[src/rtl/mcu32x_isa_pkg.sv]
// Shared RV32 ISA definitions: opcode constants, NOP word, field positions
// and a small immediate range helper. The decode stage imports this package too.
package mcu32x_isa_pkg;

  localparam logic [6:0] OPC_LOAD   = 7'b0000011;
  localparam logic [6:0] OPC_OPIMM  = 7'b0010011;
  localparam logic [6:0] OPC_STORE  = 7'b0100011;
  localparam logic [6:0] OPC_BRANCH = 7'b1100011;
  localparam logic [6:0] OPC_OP     = 7'b0110011;

  localparam logic [31:0] INSTR_NOP = 32'h00000013;

  // Least-significant bit position of each fixed instruction field.
  localparam int OPC_LSB = 0;
  localparam int RD_LSB  = 7;
  localparam int F3_LSB  = 12;
  localparam int RS1_LSB = 15;
  localparam int RS2_LSB = 20;
  localparam int F7_LSB  = 25;

  typedef enum logic [2:0] {
    FMT_I,
    FMT_S,
    FMT_B,
    FMT_R,
    FMT_BAD
  } fmt_e;

  // True when imm[31:msb] are all copies of the sign bit, i.e. the value
  // survives truncation to a (msb+1)-bit signed field.
  function automatic logic imm_fits(input logic [31:0] imm, input int msb);
    logic ok;
    ok = 1'b1;
    for (int b = 0; b < 32; b++) begin
      if (b >= msb && imm[b] != imm[31]) ok = 1'b0;
    end
    return ok;
  endfunction

endpackage

[src/rtl/instr_fifo2.sv]
// Small synchronous FIFO with registered storage, pointers and occupancy count.
// Read data is the head entry; a push into a full FIFO is ignored.
module instr_fifo2 #(
  parameter int DEPTH = 2,
  parameter int WIDTH = 33
) (
  input  logic                       clk,
  input  logic                       reset,
  input  logic                       push_i,
  input  logic [WIDTH-1:0]           wdata_i,
  input  logic                       pop_i,
  output logic [WIDTH-1:0]           rdata_o,
  output logic [$clog2(DEPTH):0]     count_o,
  output logic                       full_o,
  output logic                       empty_o
);

  localparam int PTR_W = $clog2(DEPTH);
  localparam int CNT_W = PTR_W + 1;

  logic [WIDTH-1:0] mem_q [DEPTH];
  logic [PTR_W-1:0] wptr_q, rptr_q;
  logic [CNT_W-1:0] count_q;
  logic             do_push, do_pop;

  assign full_o  = (count_q == CNT_W'(DEPTH));
  assign empty_o = (count_q == '0);
  assign count_o = count_q;
  assign rdata_o = mem_q[rptr_q];

  // Push is blocked whenever full, even if a pop happens in the same cycle.
  assign do_push = push_i && !full_o;
  assign do_pop  = pop_i && !empty_o;

  // Storage, pointers and count; reset clears everything, discarding queued words.
  always_ff @(posedge clk or posedge reset) begin
    if (reset) begin
      for (int i = 0; i < DEPTH; i++) mem_q[i] <= '0;
      wptr_q  <= '0;
      rptr_q  <= '0;
      count_q <= '0;
    end else begin
      if (do_push) begin
        mem_q[wptr_q] <= wdata_i;
        wptr_q        <= wptr_q + PTR_W'(1);
      end
      if (do_pop) rptr_q <= rptr_q + PTR_W'(1);
      case ({do_push, do_pop})
        2'b10:   count_q <= count_q + CNT_W'(1);
        2'b01:   count_q <= count_q - CNT_W'(1);
        default: count_q <= count_q;
      endcase
    end
  end

endmodule

[src/rtl/instr_encoder.sv]
// Packs decoded fields back into RV32 instruction words with range checks,
// queues them in a small output FIFO, and counts accepted bundles.
// Optional build macro: INSTR_ENCODER_RTYPE_EN adds R-type (opcode 0110011).
module instr_encoder
  import mcu32x_isa_pkg::*;
#(
  parameter int DEPTH   = 2,
  parameter int COUNT_W = 16
) (
  input  logic               clk,
  input  logic               reset,
  input  logic               in_valid,
  output logic               in_ready,
  input  logic [6:0]         opcode,
  input  logic [4:0]         rd,
  input  logic [4:0]         rs1,
  input  logic [4:0]         rs2,
  input  logic [2:0]         funct3,
  input  logic [6:0]         funct7,
  input  logic [31:0]        immediate,
  output logic               out_valid,
  input  logic               out_ready,
  output logic [31:0]        out_instr,
  output logic               out_err,
  output logic               err_sticky,
  input  logic               clr_err,
  output logic [COUNT_W-1:0] instr_count
);

  fmt_e                   fmt;
  logic [31:0]            word;
  logic                   err;
  logic                   push, pop;
  logic                   fifo_full, fifo_empty;
  logic [32:0]            fifo_rdata;
  logic [$clog2(DEPTH):0] fifo_count;
  logic                   err_sticky_q, err_sticky_d;
  logic [COUNT_W-1:0]     count_q, count_d;

`ifndef INSTR_ENCODER_RTYPE_EN
  // funct7 only feeds R-type encoding, which this build does not support.
  logic unused_funct7;
  assign unused_funct7 = ^funct7;
`endif

  // Classify the opcode, then build the word and flag range/alignment errors.
  always_comb begin
    fmt  = FMT_BAD;
    word = INSTR_NOP;
    err  = 1'b1;
    case (opcode)
      OPC_LOAD, OPC_OPIMM: fmt = FMT_I;
      OPC_STORE:           fmt = FMT_S;
      OPC_BRANCH:          fmt = FMT_B;
`ifdef INSTR_ENCODER_RTYPE_EN
      OPC_OP:              fmt = FMT_R;
`endif
      default:             fmt = FMT_BAD;
    endcase
    case (fmt)
      FMT_I: begin
        err  = !imm_fits(immediate, 11);
        word = {immediate[11:0], rs1, funct3, rd, opcode};
      end
      FMT_S: begin
        err  = !imm_fits(immediate, 11);
        word = {immediate[11:5], rs2, rs1, funct3, immediate[4:0], opcode};
      end
      FMT_B: begin
        err  = !imm_fits(immediate, 12) || immediate[0];
        word = {immediate[12], immediate[10:5], rs2, rs1, funct3,
                immediate[4:1], immediate[11], opcode};
      end
`ifdef INSTR_ENCODER_RTYPE_EN
      FMT_R: begin
        err  = 1'b0;
        word = {funct7, rs2, rs1, funct3, rd, opcode};
      end
`endif
      default: begin
        err  = 1'b1;
        word = INSTR_NOP;
      end
    endcase
    if (err) word = INSTR_NOP;
  end

  // in_ready depends only on registered FIFO state, never on out_ready.
  assign in_ready  = !fifo_full;
  assign push      = in_valid && in_ready;
  assign out_valid = !fifo_empty;
  assign pop       = out_valid && out_ready;
  assign out_instr = fifo_rdata[31:0];
  assign out_err   = fifo_rdata[32];

  instr_fifo2 #(
    .DEPTH (DEPTH),
    .WIDTH (33)
  ) u_fifo (
    .clk     (clk),
    .reset   (reset),
    .push_i  (push),
    .wdata_i ({err, word}),
    .pop_i   (pop),
    .rdata_o (fifo_rdata),
    .count_o (fifo_count),
    .full_o  (fifo_full),
    .empty_o (fifo_empty)
  );

  // Sticky error: an erroring push wins over a same-cycle clear; count wraps silently.
  always_comb begin
    err_sticky_d = err_sticky_q;
    count_d      = count_q;
    if (push && err)  err_sticky_d = 1'b1;
    else if (clr_err) err_sticky_d = 1'b0;
    if (push) count_d = count_q + COUNT_W'(1);
  end

  // Status registers.
  always_ff @(posedge clk or posedge reset) begin
    if (reset) begin
      err_sticky_q <= 1'b0;
      count_q      <= '0;
    end else begin
      err_sticky_q <= err_sticky_d;
      count_q      <= count_d;
    end
  end

  assign err_sticky  = err_sticky_q;
  assign instr_count = count_q;

  // fifo_count is kept for visibility in simulation; fold it into a sink.
  logic unused_fifo_count;
  assign unused_fifo_count = ^fifo_count;

endmodule

[config.mk]
export PLATFORM = sky130hd
export DESIGN_NAME = instr_encoder
export DESIGN_NICKNAME = d
export VERILOG_FILES = /design/src/rtl/mcu32x_isa_pkg.sv /design/src/rtl/instr_fifo2.sv /design/src/rtl/instr_encoder.sv
export SDC_FILE = /design/constraint.sdc
export NUM_CORES = 1
export LEC_CHECK = 0
export CAP_MARGIN = 20
export CORE_MARGIN = 4
export CORE_UTILIZATION = 25
export DETAILED_ROUTE_END_ITERATION = 8
export GPL_ROUTABILITY_DRIVEN = 1
export GPL_TIMING_DRIVEN = 0
export MAX_ROUTING_LAYER = met4
export SETUP_SLACK_MARGIN = 0.05
export SYNTH_ARGS = -nofsm -noshare
export SYNTH_HDL_FRONTEND = slang
export SYNTH_SLANG_ARGS = --single-unit
[constraint.sdc]
create_clock -name clk -period 6.6 [get_ports clk]
set_input_delay 0.66 -clock clk [delete_from_list [all_inputs] [get_ports clk]]
set_output_delay 0.66 -clock clk [all_outputs]
set_load 0.02 [all_outputs]
==> metrics list <==
- The run finished with clean final reports.
* Worst Max-Slew Pin Slew: 0.9603 ns
- Most frequent cells after synthesis: sky130_fd_sc_hd__nand2_1 (107), sky130_fd_sc_hd__dfrtp_1 (87), sky130_fd_sc_hd__o21ai_0 (38)
* Hold Crit Start: instr_count[15]
* Seq/Total Area, Yosys: 0.5119
- The worst register-to-register path begins at u_fifo.count_o[0].
- DRC: 0
- 0 antenna diodes ended up in the layout.
- Clock tree synthesis inserted a total of 9 buffers.
- All-layer global routing usage: 0.1341
- Area of the core: 0.01664 sq mm
* Number of enable flip-flop cells after synthesis: 0
* Wirelength, routed: 12.40 mm
- Summed over all failing endpoints, the final setup total negative slack is 0 ns.
- After synthesis, the share of flip-flops with an asynchronous set or reset is 1.000.
- Starting utilization of the core area: 0.2555
- Syn Std Cell Area: 0.004253 sq mm
- Final Instance Count excl. Fillers: 781
- Cell with the most instances after synthesis: sky130_fd_sc_hd__nand2_1
* Relative contribution of the clock network to total power: 0.352
* Primary flip-flop cell chosen by synthesis mapping: sky130_fd_sc_hd__dfrtp_1
- Summed over all nets, the half-perimeter wirelength after detailed placement is 9.299 mm.
* Hold slack final: 0.4730 ns
- Worst min path class: register to register
- Setup repair after global routing left no endpoint under its margin.
- In this run the power density over the cells is 275.5 mW/mm^2.
* Minimum clock period: 3.925 ns
- The share of synthesized area in the top cell type comes to 0.5119.
- The die is 138.4 um tall.
- Post-CTS Setup Inserts: 0
- DIE WIDTH: 138.4 um
* Setup crit start kind: primary input
- Post-layout nets: 631
- In the final layout, the share of cells above drive strength 1 is 0.1052.
- Number of cell rows: 47
* Longest Clk Path Bufs: 2
* Area delta synth->final: 41.75%
- Level count of the clock H-tree: 3
- Fraction of power spent switching nets: 0.3187
- First-pass GRT wire length: 19.94 mm
- Worst setup path start: opcode[3]
- Final Cycle Share: 0.5947
* Number of global-route vias before repair: 3820
- The largest total area in the synthesized netlist belongs to sky130_fd_sc_hd__dfrtp_1.
- For the worst setup path, the data required time is 6.78 ns.
- Net switching power of the design: 0.5292 mW
- Timing analysis after detailed placement gives a worst setup slack of 2.328 ns.
- Later-pin clock latency in the skew report: 0.34 ns
- Along the worst path, the maximum fanout reaches 10.
* Leakage power total: 2.454 nW
- In the post-route analysis, the smallest setup slack over all paths is 2.675 ns.
- The initial antenna violation count came to 0.
* Type of the worst setup path: primary input to register
- Internal power comes to 1.131 mW.
- After clock tree synthesis, the clock-pin slew on the worst setup and hold paths is 0.06 ns.
- Port bufs: 113
* Die Outline Area: 0.01916 sq mm
- Dividing the detail-routed wire length by the instance count gives 15.87 um.
* Most area-consuming cells after synthesis: sky130_fd_sc_hd__dfrtp_1 (51%), sky130_fd_sc_hd__nand2_1 (9.4%), sky130_fd_sc_hd__mux2_2 (8.7%)
- The number of nets in the synthesized netlist is 506.
* Combinational Power Share: 0.283
- The congestion estimate from routability-driven global placement came to 0.7479.
- Measured against its own limit, the worst slew margin works out to 0.3539.
- Per-cell via count in the routed design: 4.649
* Count of cell types in the netlist: 38
* Worst Clk Skew: 0.005807 ns
- Yosys warning count: 0
- Max-cap violations in this run came to 0.
- CTS root buffer: sky130_fd_sc_hd__clkbuf_16
* Arrival time of the worst setup path: 4.11 ns
- TritonCTS clock tree: built
* Syn Area/Cell: 9.867 sq um
- Derived from the worst setup path, the maximum achievable clock frequency is 254.8 MHz.
* Reg power frac: 0.365
* Placed standard-cell area: 0.005682 sq mm
- CTS saw 87 sinks.
- The detailed router finished its first iteration with 164 violations.
- The first TritonRoute pass finished after 4 iterations.
* Flip-flop and latch count after synthesis: 87
* Final number of max-transition violations: 0
- Crit. End Element: register
- For this design the top-level I/O count stands at 121.
- DR vias: 3631
- Setup violations remaining at the end of the flow were counted as 0.
* Final hold vios: 0
- For this run the aggregate overflow at the end of global routing stands at 0.
- Post-synthesis instance total: 431
- Count of cells resized by post-cts repair: 0
- Post-detailed-route count of antenna-violating nets: 0
- The finished cells cover 0.006028 sq mm.
* Hold buffers post-CTS: 0
- Largest net degree at the start of global routing: 48
- Peak supply drop: 0.1419 mV
- The filler cells instantiated in the layout total 1631.
* Total placed cells including tap cells: 765
==> registers in the layout (all words and copies together), names as in the netlist <==
register        cells
instr_count        16
u_fifo.rptr_q       1
u_fifo.count_o      2
err_sticky          1
u_fifo.wptr_q       1
u_fifo.mem_q       66
==> stage by stage <==
| step | power [mW] | util |
|---|---|---|
| 3_3_place_gp | 1.085 | 0.3401 |
| 5_1_grt | 1.750 | 0.3622 |
| 4_1_cts | 1.691 | 0.3622 |
| 3_5_place_dp | 1.095 | 0.3414 |
| 6_report | 1.661 | 0.3622 |
| 2_1_floorplan | 0.8798 | - |
==> power by group through the flow <==
stage | Clock, mW | Combinational (mW) | Sequential, mW
final | 0.585 | 0.470 | 0.606
after global routing | 0.621 | 0.518 | 0.611
after CTS | 0.603 | 0.481 | 0.606
after detailed placement | 0 | 0.479 | 0.616
after global placement | 0 | 0.472 | 0.613
after floorplan | 0 | 0.250 | 0.629
==> path summary, 6_finish.rpt <==
path                                     to  slack (ns)  cells after the start
hold reg to reg             instr_count[15]        0.47                      1
setup reg to reg           u_fifo.mem_q[64]        4.30                      8
min in group asynchronous  u_fifo.mem_q[61]        0.76                      2
hold / removal              instr_count[15]        0.47                      1
max in group asynchronous  u_fifo.mem_q[23]        5.20                      3
setup / recovery           u_fifo.mem_q[32]        2.68                     11
==> layer usage <==
metal | GRT usage | vias up | share of wire
li1 | - | 1740 | -
met1 | 0.1581 | 1751 | 0.42
met2 | 0.2217 | 118 | 0.49
met3 | 0.02831 | 22 | 0.059
met4 | 0.05824 | 0 | 0.028
met5 | - | - | 0
==> placed cells by master, fill, tap and decap left out, types with 2 or more instances in the layout <==
cell,n
sky130_fd_sc_hd__dfrtp_1,87
sky130_fd_sc_hd__o31a_1,3
sky130_fd_sc_hd__a22oi_1,9
sky130_fd_sc_hd__xnor2_1,11
sky130_fd_sc_hd__and4_1,3
sky130_fd_sc_hd__nor4_1,4
sky130_fd_sc_hd__o21ai_0,38
sky130_fd_sc_hd__nand4_1,8
sky130_fd_sc_hd__o31ai_1,21
sky130_fd_sc_hd__nor3_1,3
sky130_fd_sc_hd__xor2_1,9
sky130_fd_sc_hd__mux2_2,33
sky130_fd_sc_hd__or2_2,2
sky130_fd_sc_hd__and2_1,2
sky130_fd_sc_hd__a21oi_1,3
sky130_fd_sc_hd__o22a_1,3
sky130_fd_sc_hd__buf_6,4
sky130_fd_sc_hd__clkbuf_16,9
sky130_fd_sc_hd__clkinv_2,2
sky130_fd_sc_hd__nand2b_1,11
sky130_fd_sc_hd__nor2_1,12
sky130_fd_sc_hd__or4_1,2
sky130_fd_sc_hd__ha_1,6
sky130_fd_sc_hd__bufinv_16,3
sky130_fd_sc_hd__clkbuf_1,24
sky130_fd_sc_hd__clkdlybuf4s50_1,113
sky130_fd_sc_hd__inv_1,7
sky130_fd_sc_hd__nand3_1,5
sky130_fd_sc_hd__nand2_1,107
==> layout make-up <==
cell class / instances / area [sq um] / share of cell area
clock inverter: 6 / 107.6 / 0.01785
timing repair buffer: 114 / 1151 / 0.1909
sequential: 87 / 2177 / 0.3611
inverter: 8 / 32.53 / 0.005396
clock buffer: 10 / 239.0 / 0.03964
multi-input combinational: 308 / 1911 / 0.3169
buffer: 28 / 135.1 / 0.02242
tap: 220 / 275.3 / 0.04566
==> worst max-delay path: stages <==
cell and delay [ns]:
sky130_fd_sc_hd__clkdlybuf4s50_1 0.53, sky130_fd_sc_hd__nand4bb_1 0.24, sky130_fd_sc_hd__nor3b_1 0.10, sky130_fd_sc_hd__nand2b_1 0.15
sky130_fd_sc_hd__ha_1 0.19, sky130_fd_sc_hd__inv_1 0.04, sky130_fd_sc_hd__o41ai_1 0.77, sky130_fd_sc_hd__clkbuf_1 0.43
sky130_fd_sc_hd__nor2_1 0.10, sky130_fd_sc_hd__nor4_1 0.74, sky130_fd_sc_hd__o21ai_0 0.16
==> cells by family (layout without fill, tap and decap cells) <==
group,after synthesis,count (layout),synth area share
simple gates,164,164,0.1739
flops,87,87,0.5119
compound gates,85,85,0.1292
buf+inv,36,166,0.03884
mux,33,33,0.08738
xor+xnor,20,20,0.04119
fa+ha+maj,6,6,0.01765
Note: power is estimated with default switching activity, not from simulation.
